### src/rtl/ex_div.sv
// ----------------------------------------------------------------------------
// ex_div -- multi-cycle RV32M divide unit for the EX stage.
//
// Implements DIV / DIVU / REM / REMU with a radix-2 restoring divider that
// retires one quotient bit per cycle. Operands, destination register and
// write enable come from the ID/EX register. The result is returned as a
// one-cycle writeback strobe. The front of the pipeline is held through
// stall_req while the divider iterates.
//
// Optional feature (compile-time macro EX_DIV_EARLY_OUT_EN):
//   When defined, an operation whose dividend magnitude is smaller than its
//   non-zero divisor magnitude skips iteration and completes in one cycle.
//   Results are identical with or without the macro; only latency differs.
//
// Ports:
//   sys_clk    in   rising-edge clock
//   sys_rst_n  in   asynchronous active-low reset
//   start      in   issue request, sampled only in IDLE
//   funct      in   00 DIV, 01 DIVU, 10 REM, 11 REMU
//   op1        in   dividend
//   op2        in   divisor
//   rd_addr    in   destination register
//   rd_wen     in   destination write enable, captured with start
//   flush      in   abort the in-flight operation
//   busy       out  high while in CALC or DONE
//   stall_req  out  pipeline hold request
//   result     out  quotient or remainder, valid while rd_wen_o is high
//   rd_addr_o  out  captured destination register
//   rd_wen_o   out  one-cycle writeback strobe
// ----------------------------------------------------------------------------
module ex_div #(
    parameter int XLEN = 32
) (
    input  logic            sys_clk,
    input  logic            sys_rst_n,
    input  logic            start,
    input  logic [1:0]      funct,
    input  logic [XLEN-1:0] op1,
    input  logic [XLEN-1:0] op2,
    input  logic [4:0]      rd_addr,
    input  logic            rd_wen,
    input  logic            flush,
    output logic            busy,
    output logic            stall_req,
    output logic [XLEN-1:0] result,
    output logic [4:0]      rd_addr_o,
    output logic            rd_wen_o
);

    localparam int CNT_W = $clog2(XLEN);

    typedef enum logic [1:0] {
        S_IDLE,
        S_CALC,
        S_DONE
    } state_t;

    state_t state, state_nxt;

    // Captured operation context
    logic            sel_rem_q;   // 1: return remainder, 0: return quotient
    logic            neg_q_q;     // negate quotient at the end (signed ops only)
    logic            neg_r_q;     // negate remainder at the end (signed ops only)
    logic            rd_wen_cap_q;
    logic            rd_wen_q;

    // Divider datapath
    logic [XLEN-1:0]  rem_q;
    logic [XLEN-1:0]  quot_q;
    logic [XLEN-1:0]  dvsr_q;
    logic [CNT_W-1:0] cnt_q;

    // ------------------------------------------------------------------
    // Issue-side decode (operates on the raw inputs while in IDLE)
    // ------------------------------------------------------------------
    logic            accept;
    logic            is_signed;
    logic [XLEN-1:0] mag_a;
    logic [XLEN-1:0] mag_b;
    logic            div_zero;
    logic            overflow;
    logic            early_out;
    logic            special;
    logic [XLEN-1:0] special_res;

    assign accept    = (state == S_IDLE) & start & ~flush;
    assign is_signed = ~funct[0];
    assign mag_a     = (is_signed & op1[XLEN-1]) ? -op1 : op1;
    assign mag_b     = (is_signed & op2[XLEN-1]) ? -op2 : op2;
    assign div_zero  = (op2 == '0);
    assign overflow  = is_signed & (op1 == {1'b1, {(XLEN-1){1'b0}}}) & (op2 == '1);

`ifdef EX_DIV_EARLY_OUT_EN
    assign early_out = ~div_zero & (mag_a < mag_b);
`else
    assign early_out = 1'b0;
`endif

    assign special = div_zero | overflow | early_out;

    // Results that need no iteration. For early-out the quotient is zero and
    // the sign-corrected remainder magnitude is simply the original dividend.
    always_comb begin
        // NOTE: every variable gets a default first so no path can infer a latch.
        special_res = '0;
        if (div_zero) begin
            special_res = funct[1] ? op1 : '1;
        end else if (overflow) begin
            special_res = funct[1] ? '0 : op1;
        end else if (early_out) begin
            special_res = funct[1] ? op1 : '0;
        end
    end

    // ------------------------------------------------------------------
    // One restoring-division step
    // ------------------------------------------------------------------
    logic [XLEN:0]   shift_rem;
    logic [XLEN+1:0] trial;
    logic [XLEN-1:0] rem_nxt;
    logic [XLEN-1:0] quot_nxt;
    logic            last_iter;
    logic [XLEN-1:0] quot_fin;
    logic [XLEN-1:0] rem_fin;
    logic [XLEN-1:0] fin_res;

    // Partial remainder stays below the divisor, so the shifted value fits in
    // XLEN+1 bits; the extra top bit of trial acts as the borrow flag.
    assign shift_rem = {rem_q, quot_q[XLEN-1]};
    assign trial     = {1'b0, shift_rem} - {2'b00, dvsr_q};

    always_comb begin
        rem_nxt  = shift_rem[XLEN-1:0];
        quot_nxt = {quot_q[XLEN-2:0], 1'b0};
        if (!trial[XLEN+1]) begin
            rem_nxt  = trial[XLEN-1:0];
            quot_nxt = {quot_q[XLEN-2:0], 1'b1};
        end
    end

    assign last_iter = (cnt_q == CNT_W'(XLEN-1));
    assign quot_fin  = neg_q_q ? -quot_nxt : quot_nxt;
    assign rem_fin   = neg_r_q ? -rem_nxt  : rem_nxt;
    assign fin_res   = sel_rem_q ? rem_fin : quot_fin;

    // ------------------------------------------------------------------
    // State machine
    // ------------------------------------------------------------------
    always_ff @(posedge sys_clk or negedge sys_rst_n) begin
        if (!sys_rst_n) begin
            state <= S_IDLE;
        end else begin
            // NOTE: sequential state uses non-blocking assignments so every
            // register samples pre-edge values regardless of statement order.
            state <= state_nxt;
        end
    end

    always_comb begin
        state_nxt = state;
        case (state)
            S_IDLE: begin
                if (accept) begin
                    state_nxt = special ? S_DONE : S_CALC;
                end
            end
            S_CALC: begin
                if (flush) begin
                    state_nxt = S_IDLE;
                end else if (last_iter) begin
                    state_nxt = S_DONE;
                end
            end
            S_DONE: begin
                state_nxt = S_IDLE;
            end
            default: begin
                state_nxt = S_IDLE;
            end
        endcase
    end

    // ------------------------------------------------------------------
    // Datapath and output registers
    // ------------------------------------------------------------------
    always_ff @(posedge sys_clk or negedge sys_rst_n) begin
        if (!sys_rst_n) begin
            sel_rem_q    <= 1'b0;
            neg_q_q      <= 1'b0;
            neg_r_q      <= 1'b0;
            rd_wen_cap_q <= 1'b0;
            rd_wen_q     <= 1'b0;
            rd_addr_o    <= '0;
            result       <= '0;
            rem_q        <= '0;
            quot_q       <= '0;
            dvsr_q       <= '0;
            cnt_q        <= '0;
        end else begin
            // The strobe is only ever raised on the edge that enters DONE.
            rd_wen_q <= 1'b0;
            case (state)
                S_IDLE: begin
                    if (accept) begin
                        sel_rem_q    <= funct[1];
                        neg_q_q      <= is_signed & (op1[XLEN-1] ^ op2[XLEN-1]);
                        neg_r_q      <= is_signed & op1[XLEN-1];
                        rd_wen_cap_q <= rd_wen;
                        rd_addr_o    <= rd_addr;
                        rem_q        <= '0;
                        quot_q       <= mag_a;
                        dvsr_q       <= mag_b;
                        cnt_q        <= '0;
                        if (special) begin
                            result   <= special_res;
                            rd_wen_q <= rd_wen;
                        end
                    end
                end
                S_CALC: begin
                    if (!flush) begin
                        rem_q  <= rem_nxt;
                        quot_q <= quot_nxt;
                        cnt_q  <= cnt_q + CNT_W'(1);
                        // Final step: sign-correct straight into result so the
                        // strobe and the value appear together in DONE.
                        if (last_iter) begin
                            result   <= fin_res;
                            rd_wen_q <= rd_wen_cap_q;
                        end
                    end
                end
                default: begin
                end
            endcase
        end
    end

    // A flush arriving while DONE is presented must still kill the write, so
    // the registered strobe is gated by flush on its way out.
    assign rd_wen_o  = rd_wen_q & ~flush;
    assign busy      = (state != S_IDLE);
    assign stall_req = accept | (state == S_CALC);

endmodule

### config.mk
export PLATFORM = sky130hd
export DESIGN_NAME = ex_div
export DESIGN_NICKNAME = d
export VERILOG_FILES = /design/src/rtl/ex_div.sv
export SDC_FILE = /design/constraint.sdc
export NUM_CORES = 1
export LEC_CHECK = 0
export ABC_AREA = 1
export CORE_UTILIZATION = 31
export CTS_CLUSTER_DIAMETER = 80
export CTS_CLUSTER_SIZE = 30
export DETAILED_ROUTE_END_ITERATION = 8
export GPL_ROUTABILITY_DRIVEN = 0
export SETUP_SLACK_MARGIN = 0.3
export SLEW_MARGIN = 20
export SYNTH_ARGS = -nofsm -noshare
export SYNTH_HDL_FRONTEND = slang
export SYNTH_SLANG_ARGS = --single-unit
### constraint.sdc
create_clock -name sys_clk -period 4.5 [get_ports sys_clk]
set_input_delay 0.9 -clock sys_clk [delete_from_list [all_inputs] [get_ports sys_clk]]
set_output_delay 0.9 -clock sys_clk [all_outputs]
set_load 0.05 [all_outputs]
Word level (Yosys, flattened, before mapping) --
Cells that the tools add are included.
Cells by class: reduce and logical (&&, ||, !) cells 8, eq/ne operators 9, multiplexer cells 35, bitwise operators 13, $add $sub $neg 6
Operator list (number):
- $mux W32 | 18
- $pmux W32 S2 | 3
- $neg A32 Y32 | 4
- $eq A32 B32 Y1 const B | 2
- $sub A33 B32 Y34 | 1
- $logic_not A32 Y1 | 1
- $mux W5 | 2
- $pmux W5 S2 | 1
- $and A1 B1 Y1 | 8
- $mux W2 | 4
- $ne A2 B2 Y1 const B | 4
- $add A5 B1 Y5 const B | 1
- $eq A5 B5 Y1 const B | 1
- $mux W1 | 5
- $reduce_and A5 Y1 | 1
- $pmux W2 S2 | 1
- $reduce_and A2 Y1 | 2
- $reduce_bool A2 Y1 | 2
- $ne A3 B3 Y1 const B | 1
- $reduce_and A3 Y1 | 1
- $eq A2 B1 Y1 const B | 1
- $logic_not A2 Y1 | 1
- $not A1 Y1 | 2
- $or A1 B1 Y1 | 2
- other kinds (2) | 2
Storage, ports and cells: word-level logic and storage cells 83, bits of input ports 76, bits in registers 145, output and inout port bits 40

Logic depth before layout (Yosys ltp) --
Gate-level depths: netlist of run 1.
depth in word-level cells 8, gate-level depth with buffers 30, mapped depth without buffers 29

Worst setup path before layout of run 1 --
No wires, ideal clock.
kind reg2reg, start register rem_q[1], end register result[26], data arrival time 3.564 ns, stages on the path, launching flop included 29, clock period less this slack 3.682 ns, slack 0.818 ns, data required time 4.382 ns, library setup time 0.118 ns, buffers on the path 1, cells stage by stage dfrtp_1 -> ha_1 -> nand2_2 -> nand2_2 -> nand2_2 -> nand2_1 -> nand2_1 -> nand3_2 -> nand2_2 -> nand2_4 -> nand2_8 -> nand2_8 -> buf_6 -> inv_2 -> ha_1 -> nand3_1 -> nor3_1 -> nand2_1 -> nor3_1 -> nand3_1 -> nor2_1 -> nand3_1 -> nand2_1 -> o21a_1 -> o21ai_0 -> o21ai_0 -> nand2_1 -> a21oi_1 -> nor2_1
On the way: word-level cells in the longest chain between the ends 8, elaborated cells between the ends (all ways) 11, classes of those cells add/sub: 3; mux: 8
RTL lines:
- start, declared | line 68 | logic [XLEN-1:0] rem_q;
- start signal, assigned | line 222 | rem_q <= rem_nxt;
- $sub A33 B32 Y34 | line 130 | assign trial = {1'b0, shift_rem} - {2'b00, dvsr_q};
- $mux W1 or $mux W32 (tied branches) | line 135 | if (!trial[XLEN+1]) begin
- $neg A32 Y32, on equally long branches | line 142, 143
- $mux W32, on equally long branches | line 142, 143
- $mux W32 * | line 144 | assign fin_res = sel_rem_q ? rem_fin : quot_fin;
- $mux W32 * | line 227 | if (last_iter) begin
- $mux W32 * | line 221 | if (!flush) begin
- $pmux W32 S2 * | line 202 | case (state)
- end signal, assigned | line 215 | result <= special_res;
- end signal, assigned | line 228 | result <= fin_res;
- end, declared | line 45 | output logic [XLEN-1:0] result,
Mark *: on every way between the ends. The rest lies on a longest branch, timed or not. The select of a mux whose other input is x is not followed. A chain may end at the register's enable or synchronous reset.

Final worst setup path of run 1 --
start input port op1[25], end register result[21]
On the way: word-level cells in the longest chain between the ends 8, elaborated cells between the ends (all ways) 11, classes of those cells eq/ne: 2; mux: 5; bitwise: 3; reduce/logical: 1
RTL lines:
- start, declared | line 38 | input logic [XLEN-1:0] op1,
- $eq A32 B32 Y1 * | line 91 | assign overflow = is_signed & (op1 == {1'b1, {(XLEN-1){1'b0}}}) & (op2 == '1);
- $and A1 B1 Y1 * (2 in series) | line 91
- $mux W32 | line 108 | end else if (overflow) begin
- $mux W32 | line 106 | if (div_zero) begin
- $mux W32 | line 214 | if (special) begin
- $mux W32 | line 204 | if (accept) begin
- $pmux W32 S2 | line 202
Marks and branches as above.

==> results of run 1 <==
## layout make-up
type | instances | area (µm²)
Multi-Input combinational cell | 1608 | 8130
Fill cell | 4539 | 26300
Clock buffer | 19 | 433
Inverter | 325 | 1220
Sequential cell | 145 | 3630
Clock inverter | 13 | 209
Timing Repair Buffer | 142 | 1400
Tap cell | 539 | 674
## placed cells by master, fill, tap and decap left out, types with 6 or more instances in the layout
cell type,Yosys,final
sky130_fd_sc_hd__inv_1,306,306
sky130_fd_sc_hd__nand3_1,167,167
sky130_fd_sc_hd__a21oi_2,7,6
sky130_fd_sc_hd__ha_1,39,36
sky130_fd_sc_hd__o21ai_1,14,14
sky130_fd_sc_hd__nor3_2,7,8
sky130_fd_sc_hd__o221ai_1,18,18
sky130_fd_sc_hd__xor2_1,50,50
sky130_fd_sc_hd__nand2_1,656,655
sky130_fd_sc_hd__nand2_2,29,30
sky130_fd_sc_hd__nor2_1,191,189
sky130_fd_sc_hd__nor2_2,18,18
sky130_fd_sc_hd__a21oi_1,65,65
sky130_fd_sc_hd__nand4_1,32,32
sky130_fd_sc_hd__nand2_4,7,7
sky130_fd_sc_hd__o31ai_1,6,6
sky130_fd_sc_hd__inv_2,14,14
sky130_fd_sc_hd__dfrtp_1,145,145
sky130_fd_sc_hd__buf_4,2,24
sky130_fd_sc_hd__clkdlybuf4s50_1,0,113
sky130_fd_sc_hd__o211ai_1,8,8
sky130_fd_sc_hd__o21ai_0,179,179
sky130_fd_sc_hd__nor3_1,42,39
sky130_fd_sc_hd__a31oi_1,12,12
sky130_fd_sc_hd__clkbuf_16,0,17
sky130_fd_sc_hd__nor4_1,14,14
## stage by stage
step | utilization (%) | cells | area (µm²) | setup slack (ns)
final | 37.3 | 2791 | 15700 | 0.433
after detailed placement | 35.6 | 2759 | 15000 | 0.112
after floorplan | - | 2150 | 13200 | 0.818
after global placement | 35.6 | 2759 | 15000 | 0.120
after global routing | 37.3 | 2791 | 15700 | 0.260
after CTS | 37.2 | 2791 | 15600 | 0.442
## where the power goes
part	switching [mW]	internal (mW)	leakage, nW
clock network	0.636	0.986	0.304
logic	5.58	2.44	5.62
registers	0.471	1.76	1.85
total	6.68	5.19	7.78
## synth_stat cells, types with 18 or more instances
cell type                  number
sky130_fd_sc_hd__nand2_2       29
sky130_fd_sc_hd__a21oi_1       65
sky130_fd_sc_hd__ha_1          39
sky130_fd_sc_hd__inv_1        306
sky130_fd_sc_hd__nor2_2        18
sky130_fd_sc_hd__o21ai_0      179
sky130_fd_sc_hd__xor2_1        50
sky130_fd_sc_hd__nor2_1       191
sky130_fd_sc_hd__o221ai_1      18
sky130_fd_sc_hd__clkbuf_1      60
sky130_fd_sc_hd__dfrtp_1      145
sky130_fd_sc_hd__nand3_1      167
sky130_fd_sc_hd__nand2_1      656
sky130_fd_sc_hd__nand4_1       32
sky130_fd_sc_hd__nor3_1        42
## state kept, by name, indices dropped and copies added (netlist names), 2 cells and up
signal and flops:
dvsr_q 32, rd_addr_o 5, rem_q 32, state 2, quot_q 32, cnt_q 5
result 32
## routing by layer
metal	up-vias	share of wire, %
met5	-	0
met4	0	4.1
met3	118	6.6
met2	624	44
met1	6753	45
li1	7072	-
## cells by family (layout without fill, tap and decap cells)
family                     count (synthesis)  after routing  synth area share (%)
AOI/OAI and AO/OA                        328            328                  14.1
xor gates and xnor gates                  53             53                  3.51
adders and majority gates                 40             40                  3.84
and+or+nand+nor                         1186           1186                  39.3
buffers and inverters                    397            499                  11.8
muxes                                      1              1                0.0756
DFF                                      145            145                  27.4
## worst min-delay path by stage
| stage | endpoint | slack (ns) | cells past startpoint |
|---|---|---|---|
| after floorplan | rd_wen_cap_q | 0.44 | 2 |
| after global placement | rd_addr_o[2] | 0.46 | 2 |
| after detailed placement | rd_addr_o[4] | 0.46 | 2 |
| after CTS | quot_q[24] | 0.45 | 1 |
| after global routing | quot_q[23] | 0.48 | 1 |
| final | quot_q[23] | 0.42 | 1 |
## worst register-to-register path: cells and delay by family (launching register included)
kind	cells	cell delay, ns
DFF	1	0.39
adders and majority gates	2	0.47
and+or+nand+nor	16	1.88
AOI/OAI and AO/OA	5	0.76
buffers and inverters	3	0.31
==> impl_summary.log, run 1 <==
INFO  metric timing_worst_setup_path_type = in -> reg
INFO  metric area_leader_netlist = sky130_fd_sc_hd__dfrtp_1
INFO  metric worst_ep_arrival_time = 4.40 ns
INFO  metric wire_length_of_the_first_global_routing_pass = 75900 µm
INFO  metric dr.first_iter.drc_count = 1417
INFO  metric min_period_over_period = 90.4%
INFO  metric setup_slack_of_the_worst_register_to_register_path = 0.58 ns
INFO  metric die_w = 209 µm
INFO  metric clkLatencyLatePin = 0.45 ns
INFO  metric htree_levels = 4
INFO  metric timing.critical_path.required = 4.83 ns
INFO  metric use_met2 = 35.1%
INFO  metric critPathCaptureType = register
INFO  metric grt_use_total = 22.2%
INFO  metric min_period = 4.07 ns
INFO  metric grt_overflow = 0
INFO  metric holdCritPathClass = in -> async
INFO  metric path_max_fanout = 29
INFO  metric clk_transition_reported_paths = 0.07 ns
INFO  metric crit_path_end = result[21]
INFO  metric power.ir.vdd_worst = 427 µV
INFO  metric worstReg2RegStart = dvsr_q[30]
INFO  metric ys.warnings.count = 0
INFO  metric synth.avg_cell_area = 6.16 µm²
INFO  metric cts_made_buffers = 17
INFO  metric crit_slowest_cell = sky130_fd_sc_hd__nor4_1
INFO  metric worst_pin_slew = 1.12 ns
INFO  metric slew_viol_final = 0
INFO  metric timing.critical_path.depth = 15
INFO  metric p_per_area = 756 nW/µm²
INFO  metric synth_area_leaders = sky130_fd_sc_hd__dfrtp_1 (27%), sky130_fd_sc_hd__nand2_1 (19%), sky130_fd_sc_hd__inv_1 (8.7%)
INFO  metric synth-main-ff-cell = sky130_fd_sc_hd__dfrtp_1
INFO  metric fp.coreArea = 42000 µm²
INFO  metric first_global_vias = 13524
INFO  metric grt_util_met3 = 2.80%
INFO  metric worstRegToRegCells = 26
INFO  metric grt_setup_unrepaired = true
INFO  metric cts_repair_resize_count = 0
INFO  metric synth.distinct_cells = 52
INFO  metric drt-total-wl = 48700 µm
INFO  metric io_pins = 116
INFO  metric timing.final.hold_violations = 0
INFO  metric timing.critical_path.buf_inv = 5
INFO  metric gr-max-usage-layer = met2
INFO  metric skew = 0.0102 ns
INFO  metric max_clock_freq = 246 MHz
INFO  metric yosys.area.top_type_share = 27.4%
INFO  metric post_synth_instance_area = 13200 µm²
INFO  metric die_height = 209 µm
INFO  metric cts_max_path_buffers = 2
INFO  metric final_layout_size_suffix_gt1_share = 7.37%
INFO  metric critPathTopFamily = simple AND/OR/NAND/NOR gates
INFO  metric pin_count_of_the_biggest_net_entering_global_routing = 89
INFO  metric area_growth = 18.6%
INFO  metric rr_endpoint = result[26]
INFO  metric wire_per_inst = 17.5 µm
INFO  metric dr_total_vias = 14567
INFO  metric diodes = 0
INFO  metric tritoncts_sinks = 145
INFO  metric report.final.setup_viol = 0
INFO  metric holdWs = 0.423 ns
INFO  metric number_of_flip_flops_and_latches_in_the_synthesized_netlist = 145
INFO  metric outcome = finished, final reports clean
INFO  metric timing.max_cap.violations = 0
INFO  metric setup-tns-final = 0 ns
INFO  metric fin_total_pwr = 11.9 mW
INFO  metric ant_nets = 0
INFO  metric clock_tree_from_tritoncts = built
INFO  metric worstSetupStartpoint = op1[25]
INFO  metric cts_post_setup_buffers_inserted = 0
INFO  metric layout.nets = 2355
INFO  metric path_cells = clkdlybuf4s50_1 -> nor2_1 -> inv_1 -> nor3_1 -> buf_4 -> inv_1 -> nor4_1 -> nand4_1 -> o21ai_0 -> nand2_1 -> a21oi_4 -> buf_12 -> nand2_1 -> a21oi_1 -> nor2_1
INFO  metric cp_slowest_stage_delay = 0.59 ns
INFO  metric number_of_synthesized_flops_with_an_enable_pin = 0
INFO  metric port-buffer-count = 115
INFO  metric cts.root.buffer_cell = sky130_fd_sc_hd__clkbuf_16
INFO  metric grt_util_met1 = 30.6%
INFO  metric post_dr_vias_cell = 5.22
INFO  metric floorplan.initialDensity = 31.5%
INFO  metric drt_pre_antenna_iters = 5
INFO  metric dpl.hpwl = 37800 µm
INFO  metric cts_hold_repair.buffers = 0
INFO  metric netlist_instances = 2150
INFO  metric dieArea = 43500 µm²
INFO  metric antenna_found_initial = 0
INFO  metric share_of_synthesized_registers_carrying_an_async_set_or_reset = 100%
INFO  metric slew_headroom = 25.4%
INFO  metric post_route_drc_violation_count = 0
INFO  metric startpoint_type = input pin
INFO  metric power.static_leakage = 7.78 nW
INFO  metric rows = 75
INFO  metric syn-num-nets = 2266
INFO  metric synth.yosys.seq_area_share = 27.4%
Note: power is estimated with default switching activity, not from simulation.
==> inputs of run 2 (changes only) <==
CORE_UTILIZATION = 46   (was 31)
PLACE_DENSITY = 0.66   (was default)
==> impl_summary.log, run 2 (synthesis gave the netlist of run 1 again) <==
INFO  metric outcome = finished, final reports clean (unchanged)
INFO  metric htree_levels = 4 (unchanged)
INFO  metric cp_slowest_stage_delay = 0.46 ns (was 0.59 ns)
INFO  metric startpoint_type = register (was input pin)
INFO  metric cts_made_buffers = 17 (unchanged)
INFO  metric final_layout_size_suffix_gt1_share = 8.55% (was 7.37%)
INFO  metric dr.first_iter.drc_count = 1801 (was 1417)
INFO  metric drt_pre_antenna_iters = 6 (was 5)
INFO  metric worstReg2RegStart = rem_q[7] (was dvsr_q[30])
INFO  metric worst_ep_arrival_time = 4.34 ns (was 4.40 ns)
INFO  metric fp.coreArea = 28000 µm² (was 42000 µm²)
INFO  metric filler_cell_count = 2789 (was 4539)
INFO  metric holdCritPathClass = in -> async (unchanged)
INFO  metric port-buffer-count = 115 (unchanged)
INFO  metric critPathCaptureType = register (unchanged)
INFO  metric internal_power = 5.17 mW (was 5.19 mW)
INFO  metric slew_viol_final = 0 (unchanged)
INFO  metric switching_share = 56.5% (was 56.3%)
INFO  metric power.static_leakage = 7.81 nW (was 7.78 nW)
INFO  metric cts_hold_repair.buffers = 0 (unchanged)
INFO  metric grt_overflow = 0 (unchanged)
INFO  metric dr_total_vias = 14478 (was 14567)
INFO  metric grt_use_total = 31.8% (was 22.2%)
INFO  metric max_clock_freq = 252 MHz (was 246 MHz)
INFO  metric skew = 0.0229 ns (was 0.0102 ns)
INFO  metric design_area = 15700 µm² (about the same)
INFO  metric pin_count_of_the_biggest_net_entering_global_routing = 89 (unchanged)
INFO  metric slew_headroom = 23.3% (was 25.4%)
INFO  metric clk_transition_reported_paths = 0.07 ns (about the same)
INFO  metric path_max_fanout = 6 (was 29)
INFO  metric first_global_vias = 13247 (was 13524)
INFO  metric cts.root.buffer_cell = sky130_fd_sc_hd__clkbuf_16 (unchanged)
INFO  metric drt-total-wl = 46200 µm (was 48700 µm)
INFO  metric floorplan.initialDensity = 47.3% (was 31.5%)
INFO  metric crit_slowest_cell = sky130_fd_sc_hd__dfrtp_1 (was sky130_fd_sc_hd__nor4_1)
INFO  metric p_per_area = 758 nW/µm² (was 756 nW/µm²)
INFO  metric power_frac_comb = 68.3% (was 67.5%)
INFO  metric final_common_cell = sky130_fd_sc_hd__nand2_1 (unchanged)
INFO  metric timing.final.hold_violations = 0 (unchanged)
INFO  metric power.net_switching = 6.72 mW (was 6.68 mW)
INFO  metric layout.nets = 2360 (was 2355)
INFO  metric grt_setup_unrepaired = true (unchanged)
INFO  metric report.final.setup_viol = 0 (unchanged)
INFO  metric rows = 61 (was 75)
INFO  metric antenna_found_initial = 1 (was 0)
INFO  metric pwr-share-seq = 18.6% (was 18.8%)
INFO  metric crit_path_frequent_cell = sky130_fd_sc_hd__nand2_1
INFO  metric area_growth = 18.4% (was 18.6%)
INFO  metric power.ir.vdd_worst = 503 µV (was 427 µV)
INFO  metric use_met2 = 47.7% (was 35.1%)
INFO  metric clock_tree_from_tritoncts = built (unchanged)
INFO  metric worstSetupStartpoint = rem_q[7] (was op1[25])
INFO  metric clkLatencyLatePin = 0.45 ns (about the same)
INFO  metric post_route_drc_violation_count = 0 (unchanged)
INFO  metric setup-tns-final = 0 ns (unchanged)
INFO  metric timing_worst_setup_path_type = reg -> reg (was in -> reg)
INFO  metric grt_util_met3 = 7.11% (was 2.80%)
INFO  metric clkPwrFrac = 13.2% (was 13.7%)
INFO  metric ant_nets = 0 (unchanged)
INFO  metric cts_max_path_buffers = 2 (unchanged)
INFO  metric post-route-util = 55.9% (was 37.3%)
INFO  metric timing.max_cap.violations = 0 (unchanged)
INFO  metric layout_common_cells = sky130_fd_sc_hd__nand2_1 (654), sky130_fd_sc_hd__inv_1 (305), sky130_fd_sc_hd__nor2_1 (186), sky130_fd_sc_hd__o21ai_0 (179), sky130_fd_sc_hd__nand3_1 (164) (was sky130_fd_sc_hd__nand2_1 (655), sky130_fd_sc_hd__inv_1 (306), sky130_fd_sc_hd__nor2_1 (189), sky130_fd_sc_hd__o21ai_0 (179), sky130_fd_sc_hd__nand3_1 (167))
INFO  metric wire_per_inst = 17.5 µm (about the same)
INFO  metric dieArea = 29500 µm² (was 43500 µm²)
INFO  metric die_w = 172 µm (was 209 µm)
INFO  metric setup_slack_of_the_worst_register_to_register_path = 0.54 ns (was 0.58 ns)
INFO  metric gr-max-usage-layer = met2 (unchanged)
INFO  metric timing.critical_path.required = 4.87 ns (was 4.83 ns)
INFO  metric post_dr_vias_cell = 5.49 (was 5.22)
INFO  metric diodes = 0 (unchanged)
INFO  metric die_height = 172 µm (was 209 µm)
INFO  metric grt_util_met1 = 43.9% (was 30.6%)
INFO  metric tritoncts_sinks = 145 (unchanged)
INFO  metric worst_pin_slew = 1.15 ns (was 1.12 ns)
INFO  metric dpl.hpwl = 35000 µm (was 37800 µm)
INFO  metric cell_area_after_placement = 14800 µm² (was 15000 µm²)
INFO  metric min_period_over_period = 88.1% (was 90.4%)
INFO  metric io_pins = 116 (unchanged)
INFO  metric min_period = 3.96 ns (was 4.07 ns)
INFO  metric wire_length_of_the_first_global_routing_pass = 71800 µm (was 75900 µm)
run 2: worst paths after layout:
| kind | depth (start not counted) | endpoint |
|---|---|---|
| hold / removal | 1 | rem_q[21] |
| setup reg to reg | 29 | result[30] |
| hold reg to reg | 2 | result[15] |
| max in group asynchronous | 2 | rem_q[1] |
| min in group sys_clk | 2 | result[15] |
| setup / recovery | 29 | result[30] |
run 2: metal layers:
layer  share of wire, %  vias to the layer above
li1                   -                     7100
met3                9.2                      104
met1                 44                     6615
met5              0.028                        -
met4                3.7                        2
met2                 43                      657
run 2: through the flow:
step | std cells | hold WS [ns] | total power, mW | setup WS [ns]
6_report | 2635 | 0.425 | 11.9 | 0.536
5_1_grt | 2635 | 0.476 | 12.9 | 0.248
4_1_cts | 2629 | 0.457 | 11.5 | 0.376
3_5_place_dp | 2597 | 0.462 | 9.90 | 0.100
3_3_place_gp | 2597 | 0.455 | 9.82 | 0.118
2_1_floorplan | 2150 | 0.443 | 7.80 | 0.818
run 2: critical path: cells and delay by family, from the launching register on:
family | cells | cell delay, ns
fa+ha+maj | 2 | 0.49
buf+inv | 4 | 0.30
flops | 1 | 0.46
simple gates | 19 | 2.12
compound gates | 4 | 0.51
run 2: layout make-up:
| class | count | area [µm²] | share of cell area (%) |
|---|---|---|---|
| Inverter | 325 | 1220 | 7.79 |
| Timing Repair Buffer | 146 | 1430 | 9.11 |
| Tap cell | 378 | 473 | 3.02 |
| Multi-Input combinational cell | 1609 | 8290 | 52.9 |
| Sequential cell | 145 | 3630 | 23.2 |
| Clock buffer | 18 | 439 | 2.80 |
| Clock inverter | 14 | 189 | 1.21 |
run 2: timing repair:
action | 4_1_cts | 5_1_grt
buffers inserted | 0 | 5
pin swaps | 0 | 5
setup endpoints to repair | 2 | 22
resized for setup | 1 | 33
cloned | 0 | 1
run 2: power by group through the flow:
| stage | registers, mW | logic [mW] | clock network [mW] |
|---|---|---|---|
| finish | 2.21 | 8.11 | 1.57 |
| floorplan | 2.57 | 5.23 | 0 |
| global placement | 2.17 | 7.65 | 0 |
| global route | 2.26 | 8.97 | 1.63 |
| detailed placement | 2.18 | 7.72 | 0 |
| CTS | 2.17 | 7.79 | 1.57 |
